### src/rtl/rdram_uart_dump_pkg.sv
// Shared constants and state encoding for the RAM read-back dump path.
// The UART RAM loader uses the same base address and word count.
package rdram_uart_dump_pkg;

    localparam logic [31:0] RAM_BASE_ADDR = 32'h1000_0000;
    localparam int unsigned LOAD_WORDS    = 270;

    typedef enum logic [2:0] {
        ST_IDLE,
        ST_RD_REQ,
        ST_RD_WAIT,
        ST_TX_LOAD,
        ST_TX_WAIT,
        ST_NEXT,
        ST_DONE
    } dump_state_e;

    // Byte idx of a word, MSB first, matching the loader's assembly order.
    function automatic logic [7:0] word_byte(input logic [31:0] word, input logic [1:0] idx);
        logic [7:0] b;
        case (idx)
            2'd0: b = word[31:24];
            2'd1: b = word[23:16];
            2'd2: b = word[15:8];
            2'd3: b = word[7:0];
        endcase
        return b;
    endfunction

endpackage

### src/rtl/rdram_uart_dump_byte_sel.sv
// Holds the word being dumped and the index of the byte currently on the wire;
// presents that byte MSB first.
module rdram_uart_dump_byte_sel
    import rdram_uart_dump_pkg::*;
(
    input  logic        clk,
    input  logic        rst,
    input  logic        load_i,
    input  logic [31:0] word_i,
    input  logic        adv_i,
    output logic [7:0]  byte_o,
    output logic [1:0]  idx_o
);

    logic [31:0] word_q, word_d;
    logic [1:0]  idx_q, idx_d;

    // NOTE: defaults first so every path assigns word_d/idx_d and no latch is inferred.
    always_comb begin
        word_d = word_q;
        idx_d  = idx_q;
        if (load_i) begin
            word_d = word_i;
            idx_d  = 2'd0;
        end else if (adv_i) begin
            idx_d  = idx_q + 2'd1;
        end
    end

    // NOTE: this is a single register, not a memory array, so resetting it is cheap and keeps X out of tx_data.
    always_ff @(posedge clk or negedge rst) begin
        if (!rst) begin
            word_q <= '0;
            idx_q  <= 2'd0;
        end else begin
            word_q <= word_d;
            idx_q  <= idx_d;
        end
    end

    assign byte_o = word_byte(word_q, idx_q);
    assign idx_o  = idx_q;

endmodule

### src/rtl/rdram_uart_dump.sv
// Reads WORD_COUNT words from RAM starting at BASE_ADDR and streams each one
// to the UART transmitter as four bytes, MSB first.
module rdram_uart_dump
    import rdram_uart_dump_pkg::*;
#(
    parameter logic [31:0] BASE_ADDR  = RAM_BASE_ADDR,
    parameter int unsigned WORD_COUNT = LOAD_WORDS,
    parameter int unsigned CNT_W      = 9
) (
    input  logic             clk,
    input  logic             rst,
    input  logic             debug_en_i,
    input  logic             start_i,
    output logic             r_req_o,
    output logic [31:0]      r_addr_o,
    input  logic             r_ack_i,
    input  logic [31:0]      r_data_i,
    output logic             tx_start_o,
    output logic [7:0]       tx_data_o,
    input  logic             tx_busy_i,
    input  logic             tx_done_i,
    output logic             busy_o,
    output logic             done_o,
    output logic [CNT_W-1:0] word_cnt_o
);

    dump_state_e      state_q;
    logic             r_req_q;
    logic [31:0]      r_addr_q;
    logic             tx_start_q;
    logic [7:0]       tx_data_q;
    logic             busy_q;
    logic             done_q;
    logic [CNT_W-1:0] word_cnt_q;

    logic             abort;
    logic             word_load;
    logic             byte_adv;
    logic [7:0]       cur_byte;
    logic [1:0]       byte_idx;
    logic [CNT_W-1:0] word_cnt_inc;

    assign abort        = (state_q != ST_IDLE) && !debug_en_i;
    assign word_load    = (state_q == ST_RD_WAIT) && r_ack_i && !abort;
    assign byte_adv     = (state_q == ST_TX_WAIT) && tx_done_i && (byte_idx != 2'd3) && !abort;
    assign word_cnt_inc = word_cnt_q + CNT_W'(1);

    rdram_uart_dump_byte_sel u_byte_sel (
        .clk    (clk),
        .rst    (rst),
        .load_i (word_load),
        .word_i (r_data_i),
        .adv_i  (byte_adv),
        .byte_o (cur_byte),
        .idx_o  (byte_idx)
    );

    // NOTE: sequential state uses non-blocking assignments so every register samples pre-edge values.
    always_ff @(posedge clk or negedge rst) begin
        if (!rst) begin
            state_q    <= ST_IDLE;
            r_req_q    <= 1'b0;
            r_addr_q   <= BASE_ADDR;
            tx_start_q <= 1'b0;
            tx_data_q  <= 8'h00;
            busy_q     <= 1'b0;
            done_q     <= 1'b0;
            word_cnt_q <= '0;
        end else if (abort) begin
            state_q    <= ST_IDLE;
            r_req_q    <= 1'b0;
            tx_start_q <= 1'b0;
            busy_q     <= 1'b0;
            done_q     <= 1'b0;
        end else begin
            tx_start_q <= 1'b0;
            done_q     <= 1'b0;
            case (state_q)
                ST_IDLE: begin
                    if (start_i) begin
                        state_q    <= ST_RD_REQ;
                        r_req_q    <= 1'b1;
                        r_addr_q   <= BASE_ADDR;
                        word_cnt_q <= '0;
                        busy_q     <= 1'b1;
                    end
                end
                ST_RD_REQ: state_q <= ST_RD_WAIT;
                ST_RD_WAIT: begin
                    // An idle transmitter gets the first byte straight from the read data.
                    if (r_ack_i) begin
                        r_req_q <= 1'b0;
                        if (!tx_busy_i) begin
                            tx_start_q <= 1'b1;
                            tx_data_q  <= word_byte(r_data_i, 2'd0);
                            state_q    <= ST_TX_WAIT;
                        end else begin
                            state_q    <= ST_TX_LOAD;
                        end
                    end
                end
                ST_TX_LOAD: begin
                    if (!tx_busy_i) begin
                        tx_start_q <= 1'b1;
                        tx_data_q  <= cur_byte;
                        state_q    <= ST_TX_WAIT;
                    end
                end
                ST_TX_WAIT: begin
                    if (tx_done_i) begin
                        state_q <= (byte_idx == 2'd3) ? ST_NEXT : ST_TX_LOAD;
                    end
                end
                ST_NEXT: begin
                    word_cnt_q <= word_cnt_inc;
                    if (word_cnt_inc == CNT_W'(WORD_COUNT)) begin
                        done_q  <= 1'b1;
                        busy_q  <= 1'b0;
                        state_q <= ST_DONE;
                    end else begin
                        r_addr_q <= r_addr_q + 32'd4;
                        r_req_q  <= 1'b1;
                        state_q  <= ST_RD_REQ;
                    end
                end
                ST_DONE: state_q <= ST_IDLE;
                default: state_q <= ST_IDLE;
            endcase
        end
    end

    assign r_req_o    = r_req_q;
    assign r_addr_o   = r_addr_q;
    assign tx_start_o = tx_start_q;
    assign tx_data_o  = tx_data_q;
    assign busy_o     = busy_q;
    assign done_o     = done_q;
    assign word_cnt_o = word_cnt_q;

endmodule

### config.mk
export PLATFORM = sky130hd
export DESIGN_NAME = rdram_uart_dump
export DESIGN_NICKNAME = d
export VERILOG_FILES = /design/src/rtl/rdram_uart_dump_pkg.sv /design/src/rtl/rdram_uart_dump_byte_sel.sv /design/src/rtl/rdram_uart_dump.sv
export SDC_FILE = /design/constraint.sdc
export NUM_CORES = 1
export LEC_CHECK = 0
export CAP_MARGIN = 30
export CORE_MARGIN = 2
export CORE_UTILIZATION = 50
export CTS_BUF_LIST = sky130_fd_sc_hd__clkbuf_4 sky130_fd_sc_hd__clkbuf_8 sky130_fd_sc_hd__clkbuf_16
export CTS_CLUSTER_DIAMETER = 150
export CTS_CLUSTER_SIZE = 40
export DETAILED_ROUTE_END_ITERATION = 12
export GPL_TIMING_DRIVEN = 0
export HOLD_SLACK_MARGIN = 0.12
export PLACE_DENSITY = 0.78
export SYNTH_ARGS = -nofsm -noshare
export SYNTH_HDL_FRONTEND = slang
export SYNTH_SLANG_ARGS = --single-unit
export TNS_END_PERCENT = 10
### constraint.sdc
create_clock -name clk -period 6.1 [get_ports clk]
set_clock_uncertainty 0.2 [all_clocks]
set_input_delay 1.22 -clock clk [delete_from_list [all_inputs] [get_ports clk]]
set_output_delay 1.22 -clock clk [all_outputs]
set_load 0.02 [all_outputs]
# Word-level counts from Yosys, hierarchy flattened
# Cells that the tools add are included.
[totals]
regBits = 90
output_inout_bits = 53
wordCells = 93
[op_classes]
addsub = 3
eq_ne = 21
n_mux = 36
bitwise_logic = 1
n_reduce_logical = 22
[ops]
columns = ["op", "count"]
rows = [
  ["$mux 32", 2],
  ["$pmux 32 s2", 1],
  ["$add 32x3->32 const B", 1],
  ["$pmux 8 s4", 1],
  ["$mux 3", 8],
  ["$mux 8", 3],
  ["$ne 3x3->1 const B", 6],
  ["$pmux 3 s6", 1],
  ["$pmux 9 s2", 1],
  ["$pmux 8 s2", 1],
  ["$mux 1", 12],
  ["$ne 2x2->1 const B", 6],
  ["$reduce_and 4->1", 3],
  ["$add 9x1->9 const B", 1],
  ["$eq 9x9->1 const B", 1],
  ["$mux 9", 1],
  ["$eq 3x2->1 const B", 2],
  ["$eq 3x3->1 const B", 2],
  ["$logic_and 1x1->1", 6],
  ["$reduce_and 3->1", 2],
  ["$reduce_bool 2->1", 3],
  ["$reduce_bool 3->1", 2],
  ["$reduce_and 5->1", 1],
  ["$eq 2x2->1 const B", 2],
  ["other kinds (11)", 14],
]

# Depth between registers and ports, before layout
# Gate-level depths: netlist of the first run.
[logic_depth]
word_depth = 6
depth_mapped = 9
depth_no_buf = 8

# Hierarchy
# From an unflattened synthesis of the first run, not the netlist that was laid out.
[unflattened]
hier_cells = 482
area_unflattened_um2 = 4844.6
[by_module_without_submodules]
columns = ["module", "n_inst", "cells_per_inst", "area_each_um2", "seq_area_each_um2"]
rows = [
  ["rdram_uart_dump", 1, 366, 3215.6, 1352.5],
  ["rdram_uart_dump_byte_sel", 1, 116, 1629.1, 850.8],
]

# Worst setup path before layout of the first run
# OpenSTA, ideal clock, no wires.
[synth_timing]
kind = "in2reg"
from = "in start_i"
to = "reg r_addr_q[31], in the netlist r_addr_o[31]"
arrival_time_ps = 2658
required_time_ps = 5822
path_slack_ps = 3164
cell_stages = 6
path_cell_list = "or3b_4 -> a21oi_2 -> buf_4 -> nand3_2 -> or4_1 -> a21oi_1"
[synth_between]
elab_chain_len = 2
[synth_lines]
columns = ["element", "line", "source"]
rows = [
  ["from (decl)", "rdram_uart_dump.sv:13", "input logic start_i,"],
  ["$ne 2x2->1 (no source line)", "--", ""],
  ["$reduce_and 4->1 (no source line)", "--", ""],
  ["to (signal assigned)", "rdram_uart_dump.sv:121", "r_addr_q <= r_addr_q + 32'd4;"],
  ["to (decl)", "rdram_uart_dump.sv:29", "logic [31:0] r_addr_q;"],
]
# Every way passes these cells.
# A chain may end at the register's enable or synchronous reset.

# Worst setup path in the final report of the first run
[layout_timing]
from = "in start_i"
to = "reg r_addr_q[26], in the netlist r_addr_o[26]"
# Same word-level chain as after synthesis.

==> results of run 1 <==
how the worst max path moves through the flow:
stage                       start  slack (ns)  depth (start not counted)                       end
final                     start_i        2.65                          7  r_addr_o[26]$_DFFE_PN0P_
after floorplan           start_i        3.16                          6  r_addr_o[31]$_DFFE_PN0P_
after CTS                 start_i        2.68                          7  r_addr_o[26]$_DFFE_PN0P_
after detailed placement  start_i        2.31                          7  r_addr_o[26]$_DFFE_PN0P_
after global routing      start_i        2.58                          7  r_addr_o[31]$_DFFE_PN0P_
after global placement        rst        0.34                          1      tx_start_o$_DFF_PN0_
synthesized netlist by cell type (all sizes together) (3+ instances only):
library cell    n
or4            10
o21ai          35
nor2           39
clkbuf         22
a31oi           6
a21oi          56
ha              7
nor2b           4
a311oi          4
and2            9
nand3          20
nand3b          3
xnor2           3
inv            10
or3            10
nand4          10
o31ai          13
nor3            5
o22ai           6
and3            7
dfrtp          87
buf            13
a222oi          8
nand2         125
critical path, delay by kind of cell:
kind	cells	cell delay [ns]
AO/OA/AOI/OAI	2	0.44
AND/OR/NAND/NOR	4	1.31
buffers and inverters	1	0.58
layout make-up:
class | count | area, sq um
flip-flops and latches | 88 | 2200
fillers | 758 | 3250
plain buffers | 36 | 205
clock inverters | 6 | 67.6
inverters | 11 | 41.3
clock buffers | 9 | 124
well taps | 111 | 139
multi-input cells | 408 | 2250
repair buffers | 90 | 916
registers in the layout, indices dropped and copies added, names as in the netlist:
| signal | flops |
|---|---|
| r_req_o | 1 |
| u_byte_sel.idx_o | 2 |
| busy_o | 1 |
| tx_start_o | 1 |
| done_o | 1 |
| u_byte_sel.word_q | 32 |
| word_cnt_o | 9 |
| r_addr_o | 30 |
| state_q | 3 |
| tx_data_o | 8 |
power by group:
group / total, uW / switching [uW] / leakage [uW] / internal (uW)
registers: 832 / 95.8 / 0.00115 / 736
clock network: 411 / 222 / 0.0000921 / 190
logic: 680 / 408 / 0.00127 / 272
metrics by stage:
| stage | worst slack, ns | hold slack (ns) | cells | power [uW] |
|---|---|---|---|---|
| 2_1_floorplan | 3.16 | 0.245 | 543 | 1260 |
| 3_3_place_gp | 0.336 | 0.258 | 743 | 1500 |
| 3_5_place_dp | 2.31 | 0.263 | 744 | 1520 |
| 4_1_cts | 2.68 | 0.284 | 759 | 1930 |
| 5_1_grt | 2.58 | 0.301 | 759 | 2050 |
| 6_report | 2.65 | 0.282 | 759 | 1920 |
per-layer routing:
metal	vias to the layer above	global-route usage	share of wire	wire length, um
li1	2124	-	-	-
met1	2129	0.302	0.41	5090
met2	163	0.434	0.50	6190
met3	27	0.0492	0.064	789
met4	0	0.104	0.026	316
met5	-	0	0	0
kinds of logic after synthesis:
logic type / after synthesis / share of synthesized area
AND/OR/NAND/NOR: 255 / 0.262
AO/OA/AOI/OAI: 140 / 0.189
flip-flops: 88 / 0.469
buffers and inverters: 47 / 0.0525
adder cells (fa/ha/maj): 7 / 0.0186
XOR/XNOR: 3 / 0.00559
other: 1 / 0.000798
multiplexers: 1 / 0.00213
==> impl_summary.txt, run 1 <==
----------------------------------------------------
[Logic synthesis]
  Number of warnings issued by yosys ... 0
  Largest area contributor in the synthesized netlist ... dfrtp_1
  Post-synth top flop ... dfrtp_1
  Asr flop ratio synth ... 1.00
  Sequential-to-total area share from yosys stat ... 0.469
  Cell area after technology mapping ... 4700 sq um
  Number of different library cells in the post-synthesis netlist ... 64
  Mean Syn Cell Area ... 8.67 sq um
  Number of flip-flops and latches in the synthesized netlist ... 88
  Synthesized netlist cell count ... 542
  Yosys top cell area share ... 0.463
  Top post-synthesis cells by area ... dfrtp_1 (46%), nand2_1 (10%), a21oi_1 (5.9%), nor2_1 (3.0%), o21ai_0 (3.0%)
  Count of flip-flops with a built-in enable after synthesis ... 0

[Finish]
  Total non-filler cell area in the finished layout ... 5950 sq um
  Diode count ... 0
  Util after Layout ... 0.647
  Most common cell after layout, fill and taps aside ... nand2_1
  Final Net Count ... 690
  Fraction of final layout cells sized beyond drive strength 1 ... 0.0664
  Signed area change from the synthesized netlist to the final layout ... 26.6%
  Highest-count cells in the layout ignoring fill and taps ... nand2_1 (125), clkdlybuf4s50_1 (88), dfrtp_1 (87), a21oi_1 (55), nor2_1 (38)

[Timing]
  Transition time at the pin with the least slew margin ... 0.813 ns
  Total count of hold-check failures in the final report ... 0
  RSZ-0062 raised after global routing ... no
  Final-report max-slew violation count ... 0
  Min Tclk post-route ... 3.45 ns
  Achievable clock frequency ... 0.290 GHz
  Final Setup Violations ... 0
  Total Negative Setup Slacks ... 0 ns
  Headroom to the max-slew limit ... 0.457
  Period Utilization, post-route ... 0.566

[Placed design]
  Area post-placement ... 5760 sq um
  Half-perimeter wire length after detailed placement ... 8970 um
  Port-buffer cells ... 89
  Gp weighted congestion ... 0.883

[Routing]
  Initial detailed-routing violation count ... 241
  Vias after detailed routing ... 4443
  Final ANT Viol Nets ... 0
  Post-detailed-route DRC marker count ... 0
  Detailed-router iteration count before antenna repair ... 4
  Post-DR vias/cell ... 5.85
  Post-detailed-route wirelength per cell ... 16.3 um
  Detailed Route WL ... 12400 um

[Worst setup path]
  Worst Reg2Reg Path Length in Cells ... 8
  Highest-delay cell along the critical path ... clkdlybuf4s50_1
  Critical Path Source Type ... input pin
  R2R Setup Slk ... 3.44 ns
  Cell chain of the critical path ... clkdlybuf4s50_1 -> or3b_4 -> a21o_1 -> nor2_2 -> nand4_1 -> or3_1 -> a21oi_1
  Worst setup path class ... input pin to register
  Data required time at the worst endpoint ... 6.19 ns
  CP endpoint kind ... register
  Critical-path maximum fanout ... 8
  FF-to-FF Start ... word_cnt_o[0]$_DFFE_PN0P_
  Endpoint of the lowest-slack register-to-register path ... r_addr_o[6]$_DFFE_PN0P_
  Data arrival time of the critical path ... 3.54 ns
  Worst stage delay on the critical path ... 0.58 ns

[CTS]
  Clock insertion delay at the later pin of the skew report ... 0.36 ns
  Post_cts resized ... 0
  Sinks on Clock Net ... 88
  Clock root cell ... clkbuf_8
  TritonCTS Buffers ... 9
  H-tree depth ... 3
  Clock tree from TritonCTS ... built
  Quantity of hold-fixing buffers added after cts ... 0
  Post-CTS setup buffer count ... 0
  Clock transition at path regs ... 0.10 ns
  Maximum clock insertion buffer count ... 2

[Worst hold path]
  Worst hold stages ... 2
  Hold Path End ... u_byte_sel.word_q[13]$_DFFE_PN0P_
  Hold_sp ... u_byte_sel.word_q[13]$_DFFE_PN0P_
  Worst Hold Class ... register to register

[Flow run]
  Max cap viols ... 0

[Power and ir drop]
  Leak pwr ... 0.00251 uW
  Total power density per cell area ... 323 nW/um^2
  Worst vdd ir ... 0.241 mV

[Floorplanning]
  I/O Pins ... 92
  Die height ... 101 um
  DIE WIDTH ... 101 um
  Area of the die ... 10200 sq um
  Standard-cell rows ... 35
  Core outline area ... 9200 sq um
  Starting density of the core ... 0.511

[Global routing]
  Total overflow reported by the global router ... 0
  Via count of the first global-routing pass ... 4344
  Number of antenna violations at the first check in global routing ... 0
  Total Routing Usage GR ... 0.249
  First-pass GRT wire length ... 20300 um
  Largest net degree at the start of global routing ... 56

[Status]
  Status ... finished clean

----------------------------------------------------
Power figures use the tool's default switching activity.
==> inputs of run 2 (changes only) <==
- CORE_UTILIZATION: 50 -> 47
- PLACE_DENSITY: 0.78 -> 0.77
- clock period: 6.1 -> 3.09 ns (I/O delays scaled with it)
==> run 2 against run 1 <==
Against the previous run:
- first-iteration DRC count up 17%
- non-clock buffer count up 1
- die area up 6.1%
- total power up 96%
- largest cell class unchanged
==> impl_summary.txt, run 2 (synthesis gave the netlist of run 1 again) <==
----------------------------------------------------
[CTS]
  Clock root cell ... clkbuf_8
  Clock insertion delay at the later pin of the skew report ... 0.36 ns
  Sinks on Clock Net ... 88
  Clock tree from TritonCTS ... built
  Post-CTS setup buffer count ... 0
  Quantity of hold-fixing buffers added after cts ... 1
  Maximum clock insertion buffer count ... 2
  H-tree depth ... 3
  Clock transition at path regs ... 0.09 ns
  Post_cts resized ... 0
  TritonCTS Buffers ... 9

[Routing]
  Post-detailed-route wirelength per cell ... 15.7 um
  Post-detailed-route DRC marker count ... 0
  Detailed-router iteration count before antenna repair ... 5
  Detailed Route WL ... 12300 um
  Final ANT Viol Nets ... 0
  Post-DR vias/cell ... 5.68
  Vias after detailed routing ... 4447
  Initial detailed-routing violation count ... 282

[Floorplanning]
  Die height ... 104 um
  I/O Pins ... 92
  Standard-cell rows ... 36
  Starting density of the core ... 0.483
  Area of the die ... 10800 sq um
  DIE WIDTH ... 104 um
  Core outline area ... 9730 sq um

[Global routing]
  Total overflow reported by the global router ... 0
  Number of antenna violations at the first check in global routing ... 0
  Total Routing Usage GR ... 0.233
  First-pass GRT wire length ... 20800 um
  Largest net degree at the start of global routing ... 48
  Via count of the first global-routing pass ... 4367

[Power and ir drop]
  Total power density per cell area ... 629 nW/um^2
  Register share of total power ... 0.437
  Internal power of the cells ... 2320 uW
  Leak pwr ... 0.00252 uW
  Total net switching power ... 1440 uW
  Clock power share ... 0.205
  Share of power burned in combinational logic ... 0.357
  Fraction of power spent switching nets ... 0.383
  Final Total Pwr ... 3760 uW
  Worst vdd ir ... 0.570 mV

[Timing]
  Final Setup Violations ... 0
  Min Tclk post-route ... 2.76 ns
  Final-report max-slew violation count ... 0
  Transition time at the pin with the least slew margin ... 0.752 ns
  Period Utilization, post-route ... 0.892
  Headroom to the max-slew limit ... 0.497
  Total Negative Setup Slacks ... 0 ns
  RSZ-0062 raised after global routing ... no
  Worst hold slack ... 0.283 ns
  Achievable clock frequency ... 0.363 GHz
  Total count of hold-check failures in the final report ... 0

[Worst setup path]
  Data arrival time of the critical path ... 2.84 ns
  Data required time at the worst endpoint ... 3.18 ns
  Critical-path maximum fanout ... 10
  Crit path buffers/inverters ... 2
  Worst Reg2Reg Path Length in Cells ... 9
  Critical Path Source Type ... input pin
  Cell chain of the critical path ... clkdlybuf4s50_1 -> or3b_4 -> a21oi_2 -> buf_4 -> nand3_2 -> a31oi_1 -> nand3b_1 -> a21oi_1
  Worst setup startpoint ... start_i
  Worst stage delay on the critical path ... 0.54 ns
  Highest-delay cell along the critical path ... clkdlybuf4s50_1
  R2R Setup Slk ... 0.44 ns
  Worst setup path class ... input pin to register
  FF-to-FF Start ... word_cnt_o[0]$_DFFE_PN0P_
  Family with the most delay on the worst path ... simple AND/OR/NAND/NOR gates
  CP endpoint kind ... register
  Endpoint of the lowest-slack register-to-register path ... state_q[2]$_DFFE_PN0P_

[Finish]
  Diode count ... 0
  Highest-count cells in the layout ignoring fill and taps ... nand2_1 (125), clkdlybuf4s50_1 (88), dfrtp_1 (87), a21oi_1 (55), nor2_1 (38)
  Non-filler instance count after layout ... 783
  Signed area change from the synthesized netlist to the final layout ... 27.2%
  Register with the highest flop count ... u_byte_sel.word_q
  Most common cell after layout, fill and taps aside ... nand2_1
  Final Net Count ... 691
  Fill cells ... 878
  Fraction of final layout cells sized beyond drive strength 1 ... 0.0677
  Number of flip-flops in the largest register ... 32

[Placed design]
  Port-buffer cells ... 89
  Number of instances in the placed design ... 766
  Gp weighted congestion ... 0.970
  Half-perimeter wire length after detailed placement ... 8880 um

[Worst hold path]
  Hold_sp ... u_byte_sel.word_q[31]$_DFFE_PN0P_
  Worst Hold Class ... register to register
  Hold Path End ... u_byte_sel.word_q[31]$_DFFE_PN0P_
  Worst hold stages ... 2

[Flow run]
  Max cap viols ... 0

[Status]
  Status ... finished clean

----------------------------------------------------
-- run 2: tightest hold or removal path: cells and delay by family, from the launching register on --
family           cells  cell delay, ns
DFF                  1            0.35
and+or+nand+nor      2            0.10
-- run 2: power by group through the flow --
stage               Clock, uW  Combinational, uW  Sequential (uW)
CTS                       780               1350             1640
detailed placement          0               1330             1660
finish                    773               1340             1640
global placement            0               1290             1650
floorplan                   0                782             1710
global route              826               1490             1680
-- run 2: metal layers --
layer | share of wire | global-route usage
met1 | 0.41 | 0.295
met2 | 0.50 | 0.403
met3 | 0.065 | 0.0539
met4 | 0.016 | 0.0589
met5 | 0 | 0
-- run 2: cell type report --
class / count / area (sq um) / share of cell area
Multi-Input combinational cell: 408 / 2250 / 0.377
Sequential cell: 88 / 2200 / 0.368
Timing Repair Buffer: 91 / 926 / 0.155
Tap cell: 133 / 166 / 0.0278
Inverter: 11 / 41.3 / 0.00691
Clock inverter: 5 / 38.8 / 0.00649
Clock buffer: 11 / 145 / 0.0243
Buffer: 36 / 205 / 0.0343
-- run 2: how the worst max path moves through the flow --
| stage | depth (start not counted) | to | slack, ns |
|---|---|---|---|
| final | 8 | r_addr_o[9]$_DFFE_PN0P_ | 0.33 |
| after global routing | 8 | r_addr_o[9]$_DFFE_PN0P_ | 0.15 |
| after CTS | 8 | r_addr_o[9]$_DFFE_PN0P_ | 0.34 |
| after detailed placement | 8 | r_addr_o[9]$_DFFE_PN0P_ | -0.05 |
| after global placement | 1 | tx_start_o$_DFF_PN0_ | -2.04 |
| after floorplan | 8 | r_addr_o[5]$_DFFE_PN0P_ | 0.65 |
-- run 2: per-stage QoR --
| stage | instance area, sq um | setup slack, ns | util |
|---|---|---|---|
| detailed placement | 5790 | -0.0467 | 0.595 |
| floorplan | 4700 | 0.651 | - |
| global route | 5980 | 0.145 | 0.615 |
| global placement | 5760 | -2.04 | 0.592 |
| CTS | 5980 | 0.340 | 0.615 |
| finish | 5980 | 0.335 | 0.615 |
